--- src/rtl/phase_loop_pkg.sv ---
// -----------------------------------------------------------------------------
// phase_loop_pkg
// Shared types and helpers for the GPSDO phase loop filter.
//   state_t    : loop filter sequencer states
//   sat_signed : clamp a signed value into the signed range of a given width
//   clamp_dac  : clamp a signed value into the unsigned range [0, 2^w-1]
// -----------------------------------------------------------------------------
package phase_loop_pkg;

   typedef enum logic [2:0] {
      IDLE  = 3'd0,
      CALC  = 3'd1,
      INTEG = 3'd2,
      SUM   = 3'd3,
      SAT   = 3'd4
   } state_t;

   // Saturate v to [-(2^(w-1)), 2^(w-1)-1]. Inputs up to 64 bits wide.
   function automatic logic signed [63:0] sat_signed(input logic signed [63:0] v,
                                                     input int w);
      logic signed [63:0] hi;
      logic signed [63:0] lo;
      hi = (64'sd1 <<< (w - 1)) - 64'sd1;
      lo = -(64'sd1 <<< (w - 1));
      if (v > hi)
         return hi;
      else if (v < lo)
         return lo;
      else
         return v;
   endfunction

   // Clamp a signed value to the DAC code range [0, 2^w-1].
   function automatic logic [63:0] clamp_dac(input logic signed [63:0] v,
                                             input int w);
      logic signed [63:0] hi;
      hi = (64'sd1 <<< w) - 64'sd1;
      if (v < 64'sd0)
         return 64'd0;
      else if (v > hi)
         return $unsigned(hi);
      else
         return $unsigned(v);
   endfunction

endpackage

--- src/rtl/phase_lock_detect.sv ---
// -----------------------------------------------------------------------------
// phase_lock_detect
// Counts consecutive in-window phase errors and raises lock once LOCK_CNT of
// them have been seen in a row. Any out-of-window sample or an explicit clear
// drops both the counter and the lock flag.
// Ports:
//   CLK_SYS   in  system clock
//   CLK_RST   in  synchronous active-high reset
//   err_valid in  one-cycle strobe: err_abs holds a new accepted sample
//   clear     in  force counter and lock to zero (outlier, holdover)
//   err_abs   in  |err| of the sample, 25 bits unsigned
//   lock      out lock flag, registered
// -----------------------------------------------------------------------------
module phase_lock_detect
   import phase_loop_pkg::*;
#(
   parameter int LOCK_WIN = 20,
   parameter int LOCK_CNT = 16
) (
   input  logic        CLK_SYS,
   input  logic        CLK_RST,
   input  logic        err_valid,
   input  logic        clear,
   input  logic [24:0] err_abs,
   output logic        lock
);

   localparam int CW = $clog2(LOCK_CNT + 1);

   logic [CW-1:0] cnt_reg;
   logic [CW-1:0] cnt_next;
   logic          lock_reg;
   logic          lock_next;

   always_comb begin
      cnt_next  = cnt_reg;
      lock_next = lock_reg;
      if (clear) begin
         cnt_next  = '0;
         lock_next = 1'b0;
      end else if (err_valid) begin
         if (err_abs <= 25'(LOCK_WIN)) begin
            // Counter parks at LOCK_CNT so lock stays asserted indefinitely.
            if (cnt_reg != CW'(LOCK_CNT))
               cnt_next = cnt_reg + CW'(1);
            lock_next = (cnt_next == CW'(LOCK_CNT));
         end else begin
            cnt_next  = '0;
            lock_next = 1'b0;
         end
      end
   end

   always_ff @(posedge CLK_SYS) begin
      if (CLK_RST) begin
         cnt_reg  <= '0;
         lock_reg <= 1'b0;
      end else begin
         cnt_reg  <= cnt_next;
         lock_reg <= lock_next;
      end
   end

   assign lock = lock_reg;

endmodule

--- src/rtl/phase_loop_filter.sv ---
// -----------------------------------------------------------------------------
// phase_loop_filter
// GPSDO loop filter: takes the 24-bit GPS-to-local phase count on each
// Measure_Done, forms err = phase - PHASE_SETPOINT, rejects outliers, runs a
// saturating PI filter and drives a clamped OCXO tuning DAC code.
// Sequencer: IDLE -> CALC -> INTEG -> SUM -> SAT -> IDLE. Measure_Done in
// cycle N gives DAC_Valid (and the new DAC_Code) in cycle N+4. Strobes that
// arrive while the sequencer is busy are dropped.
// Optional build macro: PHASE_LOOP_HOLDOVER_EN (GPS-loss holdover detection).
// Ports:
//   CLK_SYS          in  system clock
//   CLK_RST          in  synchronous active-high reset
//   Measure_Phase    in  24-bit phase count, valid with Measure_Done
//   Measure_Done     in  one-cycle sample strobe
//   flag_GPS_posedge in  GPS 1PPS edge strobe (holdover build only)
//   Loop_Enable      in  1 = closed loop, 0 = DAC returns to DAC_CENTER
//   DAC_Code         out registered tuning word
//   DAC_Valid        out one-cycle strobe on DAC_Code update
//   Phase_Err        out signed error of the last sample
//   Lock             out loop locked
//   Reject_Cnt       out saturating count of outlier rejections
//   Holdover         out GPS lost (0 unless PHASE_LOOP_HOLDOVER_EN)
// -----------------------------------------------------------------------------
module phase_loop_filter
   import phase_loop_pkg::*;
#(
   parameter int DAC_W          = 16,
   parameter int DAC_CENTER     = 32768,
   parameter int PHASE_SETPOINT = 100,
   parameter int ACC_W          = 32,
   parameter int KP_SHIFT       = 2,
   parameter int KI_SHIFT       = 6,
   parameter int MAX_ERR        = 10000,
   parameter int LOCK_WIN       = 20,
   parameter int LOCK_CNT       = 16,
   parameter int HOLD_SECS      = 3
) (
   input  logic                    CLK_SYS,
   input  logic                    CLK_RST,
   input  logic [23:0]             Measure_Phase,
   input  logic                    Measure_Done,
   input  logic                    flag_GPS_posedge,
   input  logic                    Loop_Enable,
   output logic [DAC_W-1:0]        DAC_Code,
   output logic                    DAC_Valid,
   output logic signed [24:0]      Phase_Err,
   output logic                    Lock,
   output logic [7:0]              Reject_Cnt,
   output logic                    Holdover
);

   localparam int SW = ACC_W + 2;

   state_t                    state_reg;
   state_t                    state_next;
   logic signed [24:0]        err_reg;
   logic signed [24:0]        phase_err_reg;
   logic signed [ACC_W-1:0]   acc_reg;
   logic [DAC_W-1:0]          dac_code_reg;
   logic                      dac_valid_reg;
   logic [7:0]                reject_cnt_reg;

   logic signed [24:0]        err_sample;
   logic [24:0]               err_abs;
   logic                      is_outlier;
   logic signed [ACC_W:0]     acc_sum;
   logic signed [ACC_W-1:0]   acc_next;
   logic signed [SW-1:0]      s_val;
   logic [DAC_W-1:0]          dac_clamped;
   logic                      holdover_gate;
   logic                      holdover_state;
   logic                      lock_sample;
   logic                      lock_clear;

   // ---------------------------------------------------------------- datapath
   assign err_sample = $signed({1'b0, Measure_Phase}) - $signed(25'(PHASE_SETPOINT));
   assign err_abs    = err_reg[24] ? (~err_reg + 25'd1) : err_reg;
   assign is_outlier = (err_abs > 25'(MAX_ERR));

   // One extra bit of headroom so the sum itself cannot wrap before clamping.
   assign acc_sum  = $signed((ACC_W+1)'(acc_reg)) + $signed((ACC_W+1)'(err_reg));
   assign acc_next = ACC_W'(sat_signed(64'(acc_sum), ACC_W));

   always_comb begin
      s_val = SW'(DAC_CENTER);
      if (Loop_Enable)
         s_val = SW'(DAC_CENTER) + (SW'(err_reg) >>> KP_SHIFT)
                                 + (SW'(acc_reg) >>> KI_SHIFT);
   end

   assign dac_clamped = DAC_W'(clamp_dac(64'(s_val), DAC_W));

   // ---------------------------------------------------------------- sequencer
   always_comb begin
      state_next = state_reg;
      case (state_reg)
         IDLE:    if (Measure_Done && !holdover_gate) state_next = CALC;
         CALC:    state_next = is_outlier ? IDLE : INTEG;
         INTEG:   state_next = SUM;
         SUM:     state_next = SAT;
         SAT:     state_next = IDLE;
         default: state_next = IDLE;
      endcase
   end

   always_ff @(posedge CLK_SYS) begin
      if (CLK_RST) begin
         state_reg      <= IDLE;
         err_reg        <= '0;
         phase_err_reg  <= '0;
         acc_reg        <= '0;
         dac_code_reg   <= DAC_W'(DAC_CENTER);
         dac_valid_reg  <= 1'b0;
         reject_cnt_reg <= '0;
      end else begin
         state_reg     <= state_next;
         dac_valid_reg <= 1'b0;
         case (state_reg)
            IDLE: begin
               if (Measure_Done && !holdover_gate)
                  err_reg <= err_sample;
            end
            CALC: begin
               phase_err_reg <= err_reg;
               if (is_outlier && (reject_cnt_reg != 8'hFF))
                  reject_cnt_reg <= reject_cnt_reg + 8'd1;
            end
            INTEG: begin
               acc_reg <= Loop_Enable ? acc_next : '0;
            end
            SUM: begin
               // Registered here so the update and its strobe are both
               // visible during the SAT cycle.
               dac_code_reg  <= dac_clamped;
               dac_valid_reg <= 1'b1;
            end
            default: ;
         endcase
      end
   end

   // ---------------------------------------------------------------- holdover
`ifdef PHASE_LOOP_HOLDOVER_EN
   logic [7:0] hold_cnt_reg;
   logic       holdover_reg;
   logic       hold_hit;

   // The pulse that brings the count to HOLD_SECS is itself discarded.
   assign hold_hit = Measure_Done && !flag_GPS_posedge &&
                     (({24'd0, hold_cnt_reg} + 32'd1) >= 32'(HOLD_SECS));

   always_ff @(posedge CLK_SYS) begin
      if (CLK_RST) begin
         hold_cnt_reg <= '0;
         holdover_reg <= 1'b0;
      end else if (flag_GPS_posedge) begin
         hold_cnt_reg <= '0;
         holdover_reg <= 1'b0;
      end else if (Measure_Done) begin
         if (hold_cnt_reg != 8'hFF)
            hold_cnt_reg <= hold_cnt_reg + 8'd1;
         if (hold_hit)
            holdover_reg <= 1'b1;
      end
   end

   assign holdover_gate  = holdover_reg | hold_hit;
   assign holdover_state = holdover_reg;
`else
   logic unused_holdover;
   localparam int unused_hold_secs = HOLD_SECS;
   assign unused_holdover = &{1'b0, flag_GPS_posedge, unused_hold_secs[0]};
   assign holdover_gate   = 1'b0;
   assign holdover_state  = 1'b0;
`endif

   // ---------------------------------------------------------------- lock
   assign lock_sample = (state_reg == CALC) && !is_outlier;
   assign lock_clear  = ((state_reg == CALC) && is_outlier) || holdover_state;

   phase_lock_detect #(
      .LOCK_WIN (LOCK_WIN),
      .LOCK_CNT (LOCK_CNT)
   ) u_lock (
      .CLK_SYS   (CLK_SYS),
      .CLK_RST   (CLK_RST),
      .err_valid (lock_sample),
      .clear     (lock_clear),
      .err_abs   (err_abs),
      .lock      (Lock)
   );

   assign DAC_Code   = dac_code_reg;
   assign DAC_Valid  = dac_valid_reg;
   assign Phase_Err  = phase_err_reg;
   assign Reject_Cnt = reject_cnt_reg;
   assign Holdover   = holdover_state;

endmodule

--- config.mk ---
export PLATFORM = sky130hd
export DESIGN_NAME = phase_loop_filter
export DESIGN_NICKNAME = d
export VERILOG_FILES = /design/src/rtl/phase_loop_pkg.sv /design/src/rtl/phase_lock_detect.sv /design/src/rtl/phase_loop_filter.sv
export SDC_FILE = /design/constraint.sdc
export NUM_CORES = 1
export LEC_CHECK = 0
export ABC_AREA = 0
export ABC_CLOCK_PERIOD_IN_PS = 10900
export CAP_MARGIN = 40
export CORE_MARGIN = 10
export CORE_UTILIZATION = 60
export CTS_BUF_LIST = sky130_fd_sc_hd__clkbuf_8 sky130_fd_sc_hd__clkbuf_16
export DETAILED_ROUTE_END_ITERATION = 12
export PLACE_DENSITY = 0.83
export SYNTH_ARGS = -nofsm -noshare
export SYNTH_HDL_FRONTEND = slang
export SYNTH_SLANG_ARGS = --single-unit
--- constraint.sdc ---
create_clock -name CLK_SYS -period 10.9 [get_ports CLK_SYS]
set_input_delay 1.09 -clock CLK_SYS [delete_from_list [all_inputs] [get_ports CLK_SYS]]
set_output_delay 1.09 -clock CLK_SYS [all_outputs]
set_load 0.01 [all_outputs]
## After elaboration in Yosys (flattened, before gate mapping)

Index checks and enable logic that the tools add are counted.

| operators by class | value |
|---|---|
| muxes and demuxes | 17 |
| bitwise gates (word level) | 1 |
| add/subtract/negate cells | 7 |
| reductions and logical operators | 8 |
| order comparisons | 6 |
| equality and inequality tests | 7 |

Operator list:

| kind | count |
|---|---|
| 2-to-1 mux 32 bit | 3 |
| > comparator 34 x 17 -> 1 bit, second input constant | 1 |
| < comparator 34 x 1 -> 1 bit, second input constant | 1 |
| 2-to-1 mux 34 bit | 1 |
| adder 32 x 25 -> 33 bit | 1 |
| > comparator 33 x 32 -> 1 bit, second input constant | 1 |
| < comparator 33 x 32 -> 1 bit, second input constant | 1 |
| 2-to-1 mux 16 bit | 2 |
| adder 24 x 26 -> 27 bit | 1 |
| adder 25 x 1 -> 25 bit, second input constant | 1 |
| > comparator 25 x 14 -> 1 bit, second input constant | 1 |
| <= comparator 25 x 5 -> 1 bit, second input constant | 1 |
| 2-to-1 mux 25 bit | 1 |
| 2-to-1 mux 5 bit | 5 |
| inverter 25 bit | 1 |
| subtractor 24 x 7 -> 25 bit, second input constant | 1 |
| adder 17 x 23 -> 24 bit, first input constant | 1 |
| one-hot mux 3 bit (4 select lines) | 1 |
| adder 8 x 1 -> 8 bit, second input constant | 1 |
| inequality test 8 bit, second input constant | 1 |
| equality test 3 x 2 -> 1 bit, second input constant | 2 |
| adder 5 x 1 -> 5 bit, second input constant | 1 |
| equality test 5 bit, second input constant | 1 |
| inequality test 5 bit, second input constant | 1 |
| other kinds (10) | 14 |

| storage, ports and cells | value |
|---|---|
| input bits | 29 |
| word-level logic and storage cells | 55 |
| output and inout bits | 52 |
| bits in registers | 116 |

## Logic depth before layout (Yosys ltp)

| logic depth | value |
|---|---|
| depth in word-level cells | 10 |
| depth in mapped cells | 14 |
| gate-level depth less buffers | 13 |

## Hierarchy

Synthesis repeated with hierarchy kept, for this count alone.

| second synthesis, totals | value |
|---|---|
| cells, all modules | 1092 |
| area total of the unflattened synthesis | 8922.3 um^2 |

Modules (own cells, without submodules):

| module | cells an instance | area an instance (um^2) | instances | seq. area each (um^2) |
|---|---|---|---|---|
| phase_loop_filter | 1035 | 8396.8 | 1 | 2202.1 |
| phase_lock_detect | 57 | 525.5 | 1 | 120.1 |

## Worst setup path after synthesis

Ideal clock, no wire load.

| path | value |
|---|---|
| path type | input-to-reg |
| start point | input Measure_Phase[10] |
| end point | register err_reg[21] |
| cell stages on the path | 9 |
| path slack | 7268 ps |
| data arrival time | 3541 ps |
| required time | 10809 ps |
| setup time | 91 ps |
| path buffers | 0 |
| cells stage by stage | or4_1 > nor3_1 > nand2_1 > or2_2 > or4_1 > nor3_1 > nand2b_1 > or3_1 > a311oi_1 |

| on the way | value |
|---|---|
| longest elaborated chain between the ends | 1 |

Ends and longest elaborated chain:

| element | RTL line | RTL |
|---|---|---|
| from (decl) | phase_loop_filter.sv:40 | `input logic [23:0] Measure_Phase,` |
| subtractor 24 x 7 -> 25 bit | phase_loop_filter.sv:76 | `assign err_sample = $signed({1'b0, Measure_Phase}) - $signed(25'(PHASE_SETPOINT));` |
| to (signal assigned) | phase_loop_filter.sv:121 | `err_reg <= err_sample;` |
| to (decl) | phase_loop_filter.sv:56 | `logic signed [24:0] err_reg;` |

Every way passes these cells.
A chain may end at the register's enable or synchronous reset.

## Worst setup path after layout

| path | value |
|---|---|
| start point | register err_reg[2] |
| end point | register acc_reg[7] |

| on the way | value |
|---|---|
| longest elaborated chain between the ends | 5 |
| elaborated cells between the ends (all ways) | 6 |
| classes of those cells | add/sub (1); order compare (2); mux (3) |

Ends and longest elaborated chain:

| element | RTL line | RTL |
|---|---|---|
| adder 32 x 25 -> 33 bit * | phase_loop_filter.sv:81 | `assign acc_sum = $signed((ACC_W+1)'(acc_reg)) + $signed((ACC_W+1)'(err_reg));` |
| < comparator 33 x 32 -> 1 bit | phase_loop_pkg.sv:27 | `else if (v < lo)` |
| 2-to-1 mux 32 bit | phase_loop_pkg.sv:27 |  |
| 2-to-1 mux 32 bit * | phase_loop_pkg.sv:25 | `if (v > hi)` |
| 2-to-1 mux 32 bit * | phase_loop_filter.sv:129 | `acc_reg <= Loop_Enable ? acc_next : '0;` |
| to (signal assigned) | phase_loop_filter.sv:129 |  |
| to (decl) | phase_loop_filter.sv:58 | `logic signed [ACC_W-1:0] acc_reg;` |

Mark *: on every way between the ends. The rest lies on a longest branch, timed or not.

==> results.tsv <==
stage	metric	value	unit
outcome	result of the run	finished, final reports clean	
power_and_ir_drop	power per unit of standard cell area	118	mW/mm^2
critical_path	required time worst endpoint	11200	ps
global_route	antenna violations before repair	0	
critical_path	Setup Crit Path Kind	reg -> reg	
drt	overall routed net length	24.9	mm
drt	vias	8729	
die	number of standard-cell rows in the floorplan	44	
die	width of the chip	142	um
clock_tree	clock transition time at the flip-flop clock pins of the worst setup and hold paths	60	ps
placed_design	half-perimeter wire length of the detailed placement result	17.8	mm
timing	slew of the pin with the lowest slew margin	857	ps
critical_path	endpoint class of the critical path	flop	
clock_tree	largest buffer count on any clock path	2	
die	Initial Utilization	61.2	%
min_path	hold crit path type	reg -> reg	
synth	gate count of the mapped netlist	1097	
clock_tree	Num Clock Sinks	116	
drt	Avg Vias per Cell	6.49	
timing	maximum achievable frequency	216	MHz
timing	setup repair after global routing missed its margin	no	
timing	Slew Limit Headroom	42.8	%
global_route	largest net degree at the start of global routing	77	
clock_tree	maximum level of the CTS H-tree	4	
finish	summed area of non-filler cells in the final layout	0.0103	sq mm
timing	clock tree skew after final layout	11.5	ps
clock_tree	clock root cell	sky130_fd_sc_hd__clkbuf_16	
drt	1st-pass router iterations	5	
finish	ratio of cells with drive above 1 in the final layout	6.38	%
drt	Remaining DRCs	0	
synth	count of flip-flops with a built-in enable after synthesis	0	
synth	post-synthesis compound-gate area fraction	28.3	%
global_route	grt ovf	0	
flow_run	number of max-cap violations	0	
clock_tree	Post-CTS Setup Inserts	0	
finish	area growth from synthesis to layout	16.2	%
synth	xor/xnor share of the synthesized area	6.30	%
die	number of top-level pins	81	
critical_path	highest-delay cell along the critical path	sky130_fd_sc_hd__dfxtp_1	
die	DIE AREA	0.0201	sq mm
timing	setup tns final	0	ps
synth	distinct cell type count of the synthesized netlist	84	
synth	synthesized area per cell	8.11	sq um
clock_tree	Post-CTS Hold Buffers	0	
placed_design	PortBufs	78	
global_route	total global routing track utilization	24.1	%
synth	Synthesis Warnings	0	
synth	Synthesized Nets	1215	
synth	leading register cell type out of synthesis	sky130_fd_sc_hd__dfxtp_1	
critical_path	startpoint class of the critical path	flop	
power_and_ir_drop	cell leakage power	0.00416	uW
timing	final period demand of the worst path	4630	ps
global_route	vias in the first global route	8075	
die	Die Span Y	142	um
timing	period utilisation layout	42.4	%
synth	Synth top area share	26.1	%
finish	Final #Nets	1265	
synth	largest family of logic cells by synthesized area	compound AO/OA/AOI/OAI gates	
synth	fraction of the mapped netlist area in simple logic gates	20.5	%
clock_tree	cts bufs inserted	17	
timing	final max-slew violation count	0	
critical_path	arrival time of data at the critical path endpoint	4930	ps
drt	1st-iter DRT viols	933	
synth	adder-cell area share of the yosys netlist	12.9	%
clock_tree	Resized cells post-CTS	0	
timing	total of endpoints with negative setup slack in the final report	0	
finish	ANT cells	0	
finish	max reg flops	32	
critical_path	largest fanout on the critical path	17	
synth	ys async rst share	0	%
timing	final hold violation count	0	
finish	Filler cells	1185	
synth	share of cell area taken by muxes after synthesis	1.15	%
drt	Routed wire per std cell	18.6	um
synth	main area contributors after synthesis	sky130_fd_sc_hd__dfxtp_1, sky130_fd_sc_hd__ha_1, sky130_fd_sc_hd__a21oi_1	
synth	Mapped Area	0.00889	sq mm
critical_path	Crit path largest cell delay	680	ps
critical_path	crit path cell chain	ha_1, o211ai_1, o21a_1, a21boi_0, a211oi_1, o31ai_1, a41o_1, mux2_2, and2_1, a221o_1	
global_route	global-route wire length before repair	40.5	mm
synth	sequential area share after synthesis	26.1	%
power_and_ir_drop	highest ir drop seen on vdd	0.108	mV
placed_design	DP Area	0.00974	sq mm
clock_tree	TritonCTS clock tree	yes	
synth	biggest area consumer among synthesized cells	sky130_fd_sc_hd__dfxtp_1	
die	core footprint	0.0145	sq mm
synth	total of flip-flops plus latches after synthesis	116	
drt	remaining antenna violation count after routing	0	
placed_design	last weighted congestion value of the routability-driven placer	0.994	
clock_tree	latest clock arrival within the worst-skew pair	420	ps
## cells in the mapped netlist (all sizes together) (13+ instances only)
| master | n |
|---|---|
| a211oi | 38 |
| a21o | 24 |
| a21oi | 100 |
| a221o | 31 |
| a221oi | 15 |
| clkbuf | 47 |
| dfxtp | 116 |
| ha | 84 |
| inv | 42 |
| nand2 | 109 |
| nand2b | 15 |
| nand3 | 40 |
| nor2 | 79 |
| nor3 | 27 |
| o21ai | 46 |
| or3 | 18 |
| or4 | 13 |
| xnor2 | 37 |
| xor2 | 27 |
## routing by layer
metal  global-route usage (%)  part of all wire, %  wire length [um]  vias up
li1                         -                    -                 -     4243
met1                     32.0                   45             11200     4061
met2                     38.1                   45             11300      358
met3                     4.54                  7.0              1750       67
met4                     8.66                  2.7               675        0
met5                        0                    0                 0        -
## area by class of cell
| type | count | area (sq um) | share of cell area [%] |
|---|---|---|---|
| Multi-Input combinational cell | 882 | 6180 | 59.8 |
| Sequential cell | 116 | 2320 | 22.5 |
| Timing Repair Buffer | 88 | 858 | 8.30 |
| Clock buffer | 18 | 439 | 4.25 |
| Tap cell | 184 | 230 | 2.23 |
| Inverter | 42 | 158 | 1.53 |
| Clock inverter | 14 | 153 | 1.48 |
## stage by stage
step           hold WS [ps]  total power [uW]  std cells  util [%]  worst slack (ps)
2_1_floorplan           422               598       1097         -              7270
3_3_place_gp            434               650       1309      66.8              6540
3_5_place_dp            435               655       1311      67.0              6470
4_1_cts                 444              1210       1343      71.1              6440
5_1_grt                 461              1260       1344      71.1              6130
6_report                442              1220       1344      71.1              6270
## report_power, final
part	internal (uW)	total (uW)	switching, uW
clock network	345	561	217
logic	77.6	183	105
registers	436	471	34.7
total	858	1220	357
## placed cells by master, fill, tap and decap left out, types with 10 or more instances in the layout
cell type	instances
sky130_fd_sc_hd__a211oi_1	38
sky130_fd_sc_hd__a21o_1	24
sky130_fd_sc_hd__a21oi_1	95
sky130_fd_sc_hd__a221o_1	31
sky130_fd_sc_hd__a221oi_1	15
sky130_fd_sc_hd__a31oi_1	10
sky130_fd_sc_hd__clkbuf_16	17
sky130_fd_sc_hd__clkdlybuf4s50_1	77
sky130_fd_sc_hd__dfxtp_1	116
sky130_fd_sc_hd__ha_1	84
sky130_fd_sc_hd__inv_1	42
sky130_fd_sc_hd__nand2_1	108
sky130_fd_sc_hd__nand2b_1	15
sky130_fd_sc_hd__nand3_1	40
sky130_fd_sc_hd__nor2_1	78
sky130_fd_sc_hd__nor3_1	23
sky130_fd_sc_hd__nor4_1	10
sky130_fd_sc_hd__o211ai_1	10
sky130_fd_sc_hd__o21ai_0	40
sky130_fd_sc_hd__o31ai_1	11
sky130_fd_sc_hd__or3_1	17
sky130_fd_sc_hd__or4_1	11
sky130_fd_sc_hd__xnor2_1	37
sky130_fd_sc_hd__xor2_1	27
## final timing paths
| check | from | endpoint | slack (ps) | cells past startpoint |
|---|---|---|---|---|
| setup / recovery | err_reg[2]$_SDFFE_PP0P_ | acc_reg[7]$_SDFFE_PP0P_ | 6270 | 10 |
| hold / removal | acc_reg[31]$_SDFFE_PP0P_ | acc_reg[31]$_SDFFE_PP0P_ | 440 | 2 |
| setup reg to reg | err_reg[2]$_SDFFE_PP0P_ | acc_reg[7]$_SDFFE_PP0P_ | 6270 | 10 |
| hold reg to reg | acc_reg[31]$_SDFFE_PP0P_ | acc_reg[31]$_SDFFE_PP0P_ | 440 | 2 |
## worst max-delay path: cells and delay by family (launching register included)
kind	cells	cell delay (ps)
compound gates	7	2510
fa+ha+maj	1	350
mux	1	490
flops	1	680
simple gates	1	460
## cell families after synthesis
group | count (synthesis)
and+or+nand+nor | 363
other | 1
adders and majority gates | 89
muxes | 10
xor gates and xnor gates | 64
buffers and inverters | 99
DFF | 116
AOI/OAI and AO/OA | 355
No activity file was read; power rests on OpenSTA's default activity.
